$ cat src/rtl/uart_multi_adc_reporter.sv
// uart_multi_adc_reporter
//   Periodic or triggered ASCII reporter for CH_NUM parallel ADC channels.
//   Every channel is snapshotted in a single cycle. Each snapshot is then
//   converted to DIGITS BCD digits by a sequential double-dabble, one channel
//   after another. The frame "C0:dddd,C1:dddd,...\r\n" is sent one byte at a
//   time through the internal byte transmitter.
// Ports
//   clk         system clock
//   rst_n       async active-low reset
//   adc_data    CH_NUM*DATA_W bits, channel k = adc_data[k*DATA_W +: DATA_W]
//   trig        one-cycle request for an immediate frame
//   frame_busy  high from the snapshot until the last byte is accepted
//   frame_done  one-cycle pulse after the last byte is accepted
//   overrun     one-cycle pulse when a periodic tick is dropped
//   uart_tx     serial output line, idles high
//
// state  | meaning
// IDLE   | waiting for tick, trig or a pending request
// SNAP   | latch adc_data, clear pending, frame_busy rises
// CONV   | double-dabble, DATA_W cycles per channel
// LOAD   | select the byte at index byte_idx
// REQ    | send_en high until the transmitter reports busy
// ACK    | wait for the transmitter to go idle
// DONE   | frame_done pulse for one cycle

module uart_byte_tx #(
    parameter int CLK_FRE   = 50,
    parameter int UART_RATE = 115200
) (
    input  logic       clk,
    input  logic       rst_n,
    input  logic       send_en,
    input  logic [7:0] send_data,
    output logic       send_busy,
    output logic       tx
);
    localparam int CYC = CLK_FRE * 1_000_000 / UART_RATE;

    logic [15:0] cyc_cnt;
    logic [3:0]  bit_idx;
    logic [8:0]  shreg;    // {stop, data[7:0]}. The start bit is driven directly.

    always_ff @(posedge clk or negedge rst_n) begin
        if (!rst_n) begin
            send_busy <= 1'b0;
            tx        <= 1'b1;
            cyc_cnt   <= '0;
            bit_idx   <= '0;
            shreg     <= '1;
        end else if (!send_busy) begin
            if (send_en) begin
                send_busy <= 1'b1;
                shreg     <= {1'b1, send_data};
                tx        <= 1'b0;
                cyc_cnt   <= '0;
                bit_idx   <= '0;
            end
        end else if (cyc_cnt == 16'(CYC - 1)) begin
            cyc_cnt <= '0;
            if (bit_idx == 4'd9) begin
                send_busy <= 1'b0;
                tx        <= 1'b1;
            end else begin
                tx      <= shreg[bit_idx];
                bit_idx <= bit_idx + 4'd1;
            end
        end else begin
            cyc_cnt <= cyc_cnt + 16'd1;
        end
    end
endmodule

module uart_multi_adc_reporter #(
    parameter int CLK_FRE   = 50,
    parameter int UART_RATE = 115200,
    parameter int SEND_FRE  = 2,
    parameter int CH_NUM    = 2,
    parameter int DATA_W    = 10,
    parameter int DIGITS    = 4
) (
    input  logic                       clk,
    input  logic                       rst_n,
    input  logic [CH_NUM*DATA_W-1:0]   adc_data,
    input  logic                       trig,
    output logic                       frame_busy,
    output logic                       frame_done,
    output logic                       overrun,
    output logic                       uart_tx
);
    localparam int BW        = DIGITS * 4;
    localparam int FRAME_LEN = CH_NUM * (3 + DIGITS) + (CH_NUM - 1) + 2;

    function automatic int pow10(input int n);
        int r = 1;
        for (int k = 0; k < n; k++) r = r * 10;
        return r;
    endfunction

    localparam logic [23:0] MAX_VAL = 24'(pow10(DIGITS) - 1);

    typedef enum logic [2:0] {S_IDLE, S_SNAP, S_CONV, S_LOAD, S_REQ, S_ACK, S_DONE} state_t;

    state_t                     state;
    logic                       pending;
    logic                       send_en;
    logic                       send_busy;
    logic [7:0]                 send_data;
    logic [CH_NUM*DATA_W-1:0]   snap;
    logic [CH_NUM*BW-1:0]       bcd_all;
    logic [BW-1:0]              work_bcd;
    logic [DATA_W-1:0]          shift_val;
    logic [4:0]                 bit_cnt;
    logic [3:0]                 conv_ch;
    logic [6:0]                 byte_idx;
    logic [3:0]                 out_ch;
    logic [3:0]                 pos;      // byte position inside the current channel field
    logic                       tick;

    generate
        if (SEND_FRE > 0) begin : g_tick
            localparam int unsigned PERIOD = CLK_FRE * 1_000_000 / SEND_FRE;
            logic [31:0] period_cnt;
            always_ff @(posedge clk or negedge rst_n) begin
                if (!rst_n)                     period_cnt <= '0;
                else if (period_cnt == PERIOD - 1) period_cnt <= '0;
                else                            period_cnt <= period_cnt + 32'd1;
            end
            assign tick = (period_cnt == PERIOD - 1);
        end else begin : g_no_tick
            assign tick = 1'b0;
        end
    endgenerate

    // One double-dabble step: add 3 to every nibble >= 5, then shift in the next bit.
    logic [BW-1:0] dabbled;
    logic [BW-1:0] bcd_next;
    logic          sat;
    always_comb begin
        dabbled = work_bcd;
        for (int d = 0; d < DIGITS; d++)
            if (work_bcd[d*4 +: 4] >= 4'd5) dabbled[d*4 +: 4] = work_bcd[d*4 +: 4] + 4'd3;
        bcd_next = {dabbled[BW-2:0], shift_val[DATA_W-1]};
        // Out-of-range values are forced to all nines; the truncated BCD is not used then.
        sat = 24'(snap[conv_ch*DATA_W +: DATA_W]) > MAX_VAL;
    end

    logic [7:0] byte_sel;
    logic [3:0] nib;
    always_comb begin
        nib = 4'h0;
        for (int d = 0; d < DIGITS; d++)
            if (int'(pos) == DIGITS + 2 - d) nib = bcd_all[out_ch*BW + d*4 +: 4];
        byte_sel = 8'h00;
        if (pos == 4'd0)                   byte_sel = 8'h43;                    // 'C'
        else if (pos == 4'd1)              byte_sel = 8'h30 + {4'h0, out_ch};
        else if (pos == 4'd2)              byte_sel = 8'h3A;                    // ':'
        else if (int'(pos) < 3 + DIGITS)   byte_sel = 8'h30 + {4'h0, nib};
        else if (int'(pos) == 3 + DIGITS)  byte_sel = (int'(out_ch) == CH_NUM - 1) ? 8'h0D : 8'h2C;
        else                               byte_sel = 8'h0A;
    end

    always_ff @(posedge clk or negedge rst_n) begin
        if (!rst_n) begin
            state      <= S_IDLE;
            pending    <= 1'b0;
            frame_busy <= 1'b0;
            frame_done <= 1'b0;
            overrun    <= 1'b0;
            send_en    <= 1'b0;
            send_data  <= '0;
            snap       <= '0;
            bcd_all    <= '0;
            work_bcd   <= '0;
            shift_val  <= '0;
            bit_cnt    <= '0;
            conv_ch    <= '0;
            byte_idx   <= '0;
            out_ch     <= '0;
            pos        <= '0;
        end else begin
            frame_done <= 1'b0;
            overrun    <= 1'b0;
            // Requests during a frame merge into one pending frame.
            if (state != S_IDLE && state != S_SNAP) begin
                if (tick || trig) pending <= 1'b1;
                if (tick && pending) overrun <= 1'b1;
            end
            case (state)
                S_IDLE: if (tick || trig || pending) begin
                    state      <= S_SNAP;
                    frame_busy <= 1'b1;
                end
                S_SNAP: begin
                    snap      <= adc_data;
                    pending   <= tick || trig;
                    shift_val <= adc_data[DATA_W-1:0];
                    work_bcd  <= '0;
                    bit_cnt   <= '0;
                    conv_ch   <= '0;
                    state     <= S_CONV;
                end
                S_CONV: begin
                    work_bcd  <= bcd_next;
                    shift_val <= shift_val << 1;
                    bit_cnt   <= bit_cnt + 5'd1;
                    if (bit_cnt == 5'(DATA_W - 1)) begin
                        bcd_all[conv_ch*BW +: BW] <= sat ? {DIGITS{4'h9}} : bcd_next;
                        work_bcd <= '0;
                        bit_cnt  <= '0;
                        if (conv_ch == 4'(CH_NUM - 1)) begin
                            byte_idx <= '0;
                            out_ch   <= '0;
                            pos      <= '0;
                            state    <= S_LOAD;
                        end else begin
                            conv_ch   <= conv_ch + 4'd1;
                            shift_val <= snap[(conv_ch + 4'd1)*DATA_W +: DATA_W];
                        end
                    end
                end
                S_LOAD: begin
                    send_data <= byte_sel;
                    send_en   <= 1'b1;
                    state     <= S_REQ;
                end
                S_REQ: if (send_busy) begin
                    send_en <= 1'b0;
                    state   <= S_ACK;
                end
                S_ACK: if (!send_busy) begin
                    if (byte_idx == 7'(FRAME_LEN - 1)) begin
                        frame_busy <= 1'b0;
                        frame_done <= 1'b1;
                        state      <= S_DONE;
                    end else begin
                        byte_idx <= byte_idx + 7'd1;
                        if (int'(pos) == DIGITS + 3 && int'(out_ch) != CH_NUM - 1) begin
                            pos    <= '0;
                            out_ch <= out_ch + 4'd1;
                        end else begin
                            pos <= pos + 4'd1;
                        end
                        state <= S_LOAD;
                    end
                end
                S_DONE:  state <= S_IDLE;
                default: state <= S_IDLE;
            endcase
        end
    end

    uart_byte_tx #(.CLK_FRE(CLK_FRE), .UART_RATE(UART_RATE)) u_byte_tx (
        .clk       (clk),
        .rst_n     (rst_n),
        .send_en   (send_en),
        .send_data (send_data),
        .send_busy (send_busy),
        .tx        (uart_tx)
    );
endmodule
$ cat config.mk
export PLATFORM = sky130hd
export DESIGN_NAME = uart_multi_adc_reporter
export DESIGN_NICKNAME = d
export VERILOG_FILES = /design/src/rtl/uart_multi_adc_reporter.sv
export SDC_FILE = /design/constraint.sdc
export NUM_CORES = 1
export LEC_CHECK = 0
export BUFFER_PORTS_ARGS = -buffer_cell sky130_fd_sc_hd__buf_2
export CAP_MARGIN = 15
export CORE_MARGIN = 1.5
export CORE_UTILIZATION = 50
export CTS_BUF_LIST = sky130_fd_sc_hd__clkbuf_8 sky130_fd_sc_hd__clkbuf_16
export CTS_CLUSTER_DIAMETER = 50
export DETAILED_ROUTE_END_ITERATION = 7
export PLACE_DENSITY = 0.64
export SETUP_SLACK_MARGIN = 0.02
export SYNTH_ARGS = -nofsm -noshare
export SYNTH_HDL_FRONTEND = slang
export SYNTH_SLANG_ARGS = --single-unit
$ cat constraint.sdc
create_clock -name clk -period 2.8 [get_ports clk]
set_input_delay 0.56 -clock clk [delete_from_list [all_inputs] [get_ports clk]]
set_output_delay 0.56 -clock clk [all_outputs]
set_load 0.05 [all_outputs]
# [Word level (Yosys, flattened, before mapping)]
# Index checks and enable logic that the tools add are counted.
[totals] ff_bits=180 wordCells=193
[op_classes] shift=7 n_mux=79 n_reduce_logical=26 n_lt_le_gt_ge=6 addsub=19 eq_ne=32 bitwise_logic=1 multipliers=1
[op_table] cell="indexed part select 32 x 10 -> 4 bit" count=3
[op_table] cell="2-to-1 mux 4 bit" count=21
[op_table] cell="2-to-1 mux 16 bit" count=4
[op_table] cell="2-to-1 mux 7 bit" count=8
[op_table] cell="negator 8 -> 34 bit" count=1
[op_table] cell="variable shift 16 x 34 -> 32 bit (first input constant)" count=1
[op_table] cell="indexed part select 16 x 34 -> 32 bit" count=1
[op_table] cell="adder 32 x 1 -> 32 bit (second input constant)" count=1
[op_table] cell="bitwise mux 32 bit" count=1
[op_table] cell="equality test 32 x 25 -> 1 bit (second input constant)" count=1
[op_table] cell="2-to-1 mux 32 bit" count=1
[op_table] cell="case mux 16 bit (2 select lines)" count=1
[op_table] cell="indexed part select 32 x 9 -> 4 bit" count=1
[op_table] cell="case mux 4 bit (2 select lines)" count=3
[op_table] cell="2-to-1 mux 1 bit" count=21
[op_table] cell="2-to-1 mux 3 bit" count=7
[op_table] cell="equality test 4 bit (second input constant)" count=5
[op_table] cell="2-to-1 mux 10 bit" count=2
[op_table] cell="inequality test 2 bit (second input constant)" count=10
[op_table] cell="case mux 10 bit (2 select lines)" count=1
[op_table] cell="indexed part select 20 x 10 -> 10 bit" count=1
[op_table] cell="adder 8 x 4 -> 9 bit (second input constant)" count=2
[op_table] cell="case mux 3 bit (6 select lines)" count=1
[op_table] cell="adder 16 x 1 -> 16 bit (second input constant)" count=1
[op_table] cell="42 further kinds" count=72

# [Logic depth before layout (Yosys ltp)]
[depth] depth_word=10 ltp_mapped=10 ltp_nobuf=7

# [Modules after synthesis]
# A second synthesis with hierarchy kept.
[hier_totals] cells_unflattened=869 hier_area_um2=9006.1
[modules_own_cells] mod="uart_multi_adc_reporter" area_each_um2=7247.0 cells_each=684 instances=1 seq_area_each_um2=3478.3
[modules_own_cells] mod="uart_byte_tx" area_each_um2=1759.2 cells_each=185 instances=1 seq_area_each_um2=762.0

# [Worst setup path after synthesis]
# Ideal clock, no wire load.
[synth_path] kind="flip-flop to flip-flop" from="reg conv_ch[0]" to="reg bcd_all[12]" arrival_time_ns=2.164 required_ns=2.672 path_slack_ns=0.509 synth_period_minus_slack_ns=2.291 n_path_buf=2 stages_incl_launch_ff=10 path_cell_list="dfrtp_1 buf_2 inv_1 ha_1 or2_0 o21ai_2 nand3b_2 a211oi_4 buf_6 mux2_1"
[synth_via] elab_chain_cells=3 elab_cells_between_ends=4 cone_classes="add/sub (1); shift (2); mux (1)"
[synth_lines] element="start, declared" line="113" rtl="logic [3:0] conv_ch;"
[synth_lines] element="start signal, assigned" line="216" rtl="conv_ch <= conv_ch + 4'd1;"
[synth_lines] element="negator 8 -> 34 bit (*)" line="207" rtl="bcd_all[conv_ch*BW +: BW] <= sat ? {DIGITS{4'h9}} : bcd_next;"
[synth_lines] element="indexed part select 16 x 34 -> 32 bit or variable shift 16 x 34 -> 32 bit (tied branches)" line="207"
[synth_lines] element="bitwise mux 32 bit (*)" line="207"
[synth_lines] element="end signal, assigned by index" line="207"
[synth_lines] element="end, declared" line="109" rtl="logic [CH_NUM*BW-1:0] bcd_all;"
# Mark *: on every way between the ends. The rest lies on a longest branch, timed or not.
# A chain may end at the register's enable or synchronous reset.

# [Final worst setup path]
[layout_path] from="reg conv_ch[0]" to="reg bcd_all[1]"
# The elaborated chain is that of the path after synthesis.

==> results.json <==
{
  "outcome": "finished, final reports clean",
  "synthFlopType": "dfrtp_1",
  "period_needed_ps": 2440,
  "timing.fmax_mhz": 410,
  "synth_warnings": 0,
  "die_h_um": 135,
  "min_path_type": "input port to asynchronous set/reset pin",
  "post-cts-setup-buffers": 0,
  "drive_gt1_share_pct": 15.6,
  "synth_largest_area_cell": "dfrtp_1",
  "slew_headroom_pct": 49.9,
  "cts_buffers": 17,
  "synth_top_family_by_area": "simple AND/OR/NAND/NOR gates",
  "worst_slew_pin_slew_ps": 750,
  "routed_wl_um": 17700,
  "htreeDepth": 4,
  "first_pass_iters": 5,
  "synth-simple-area-share_pct": 18.2,
  "synthesis.area_sq_um": 8770,
  "drc": 0,
  "clockBufferDepth": 2,
  "synthMuxAreaShare_pct": 9.10,
  "worstPathArrival_ps": 2750,
  "die_area_sq_um": 18400,
  "overflow": 0,
  "yosysMostFrequentCell": "dfrtp_1",
  "ctsResizeCount": 0,
  "power.density_nw_per_um2": 542,
  "ys_seq_elements": 169,
  "wl_per_cell_um": 15.9,
  "start_util_pct": 50.9,
  "yosysTopAreaCellShare_pct": 45.6,
  "layout-area-overhead-vs-synth_pct": 11.4,
  "fin_nets": 928,
  "clk_root_buffer_cell": "clkbuf_16",
  "clk_pin_slew_ps": 70,
  "drt_iter0_markers": 352,
  "drv_slew": 0,
  "dpl.hpwl_um": 12300,
  "synth_area_leaders": "dfrtp_1, nand2_1, ha_1",
  "grt_max_degree": 62,
  "grt_use_total_pct": 20.6,
  "grt_pass1_wl_um": 30300,
  "ant_nets": 0,
  "cp.required_ps": 3110,
  "synth-xor-area-share_pct": 4.69,
  "gp_congestion": 0.825,
  "netlist_instances": 848,
  "antenna_found_initial": 0,
  "timing.critical_path.to_type": "register",
  "synthTopCellsByCount": "dfrtp_1, nand2_1, o21ai_0",
  "synth_compound_area_share_pct": 12.3,
  "setup_ws_ps": 362,
  "numPortBuffers": 26,
  "fin_skew_ps": 10.3,
  "core_area_sq_um": 17200,
  "setup_viol": 0,
  "viasPerCell": 5.76,
  "grt_pass1_vias": 6241,
  "diodes": 0,
  "ys_seq_area_share_pct": 48.3,
  "fin_crit_sh_pct": 87.1,
  "synth_edf_count": 0,
  "num_io_pins": 27,
  "p_leak_uw": 0.00434,
  "die_w_um": 135,
  "syn_nets": 899,
  "cp-start-kind": "register",
  "hold_violations": 0,
  "holdWs_ps": 96.3,
  "synthArstFlopShare_pct": 100,
  "cts_tree": "done",
  "cp_max_fo": 16,
  "synth_cell_types": 69,
  "cts.sinks": 169,
  "clk_latency_ps": 430,
  "critical_path_class": "register to register",
  "cts_hold_buf": 0,
  "cap_violations": 0,
  "row_count": 48,
  "num_vias": 6422,
  "synth-adder-area-share_pct": 3.99,
  "vdd_drop_max_uv": 519,
  "rsz0062_at_grt": "false",
  "tns_ps": 0,
  "syn_area_per_cell_sq_um": 10.3,
  "place_ws_ps": 360,
  "nFillCells": 1446
}
==> layer usage <==
layer / track usage [%] / routed length, um / vias to the layer above
met5: 0 / 0 / -
met4: 5.85 / 175 / 0
met3: 4.71 / 657 / 15
met2: 34.0 / 8860 / 100
met1: 27.2 / 8000 / 3221
li1: - / - / 3086
==> worst max-delay path, stage by stage, from the launching register on <==
cell and delay (ps):
dfrtp_1 540, inv_1 80, ha_1 260, or2_0 280, o21ai_2 150, nand3b_2 120, a211oi_4 240, buf_4 280
mux2_2 360
==> flip-flops by register name (all words and copies together), names as in the netlist, 3 cells and up <==
register and count:
bcd_all 32, bit_cnt 5, byte_idx 7, conv_ch 4
g_tick.period_cnt 32, out_ch 4, pos 4, send_data 7
shift_val 10, snap 10, state 3, u_byte_tx.bit_idx 4
u_byte_tx.cyc_cnt 16, u_byte_tx.shreg 8, work_bcd 16
==> cells in the final DEF (no fill, tap or decap), types with 4 or more instances in the layout <==
cell and instances:
a21o_1 4, a21oi_1 22, a22o_1 15, a22oi_1 19, a31oi_1 6, and2_1 5
and3_1 15, buf_2 25, buf_4 20, clkbuf_16 17, clkinvlp_4 5, dfrtp_1 160
dfstp_2 9, ha_1 28, inv_1 30, mux2_1 10, mux2_2 24, mux2_4 10
mux2i_1 22, nand2_1 94, nand2b_1 18, nand3_1 23, nand3b_1 5, nand4_1 17
nor2_1 51, nor2b_1 10, nor3_1 18, nor4_1 10, o21a_1 4, o21ai_0 60
o22ai_1 4, o31ai_1 4, or3_1 9, xnor2_1 26, xor2_1 21
==> final cells by class <==
class,count,area (sq um),share of cell area [%]
inverter,29,109,1.11
clock inverter,13,144,1.47
timing repair buffer,47,307,3.13
clock buffer,19,453,4.63
sequential,169,4240,43.4
tap,225,282,2.88
multi-input combinational,613,4240,43.4
==> cell families (layout without fill, tap and decap cells) <==
| logic type | count (synthesis) | count (layout) |
|---|---|---|
| XOR/XNOR | 47 | 47 |
| AND/OR/NAND/NOR | 305 | 305 |
| multiplexers | 68 | 68 |
| buffers and inverters | 66 | 108 |
| adder cells (fa/ha/maj) | 28 | 28 |
| flip-flops | 169 | 169 |
| AO/OA/AOI/OAI | 165 | 165 |
==> report_power, final <==
part           switching [uW]  internal (uW)  leakage [uW]
sequential               79.9           2590       0.00219
clock                     988           1370      0.000281
combinational             114            160       0.00187
total                    1180           4120       0.00434
==> stage by stage <==
step / total power (uW) / util, % / instances / area, sq um
finish: 5300 / 56.7 / 1115 / 9780
global route: 5520 / 56.7 / 1115 / 9780
CTS: 5360 / 56.7 / 1115 / 9780
detailed placement: 3000 / 53.3 / 1083 / 9180
global placement: 2970 / 53.3 / 1083 / 9180
floorplan: 2870 / - / 848 / 8770
==> path summary, 6_finish.rpt <==
| kind | from | endpoint | slack (ps) | cells past startpoint |
|---|---|---|---|---|
| worst min register to register | g_tick.period_cnt[31] | g_tick.period_cnt[31] | 480 | 1 |
| worst max-delay path | conv_ch[0] | bcd_all[1] | 360 | 8 |
| min in group clk | adc_data[11] | snap[11] | 320 | 3 |
| worst max register to register | conv_ch[0] | bcd_all[1] | 360 | 8 |
| worst min-delay path | rst_n | u_byte_tx.cyc_cnt[1] | 100 | 1 |
| max in group asynchronous | rst_n | work_bcd[2] | 1870 | 2 |
Note: power is estimated with default switching activity, not from simulation.
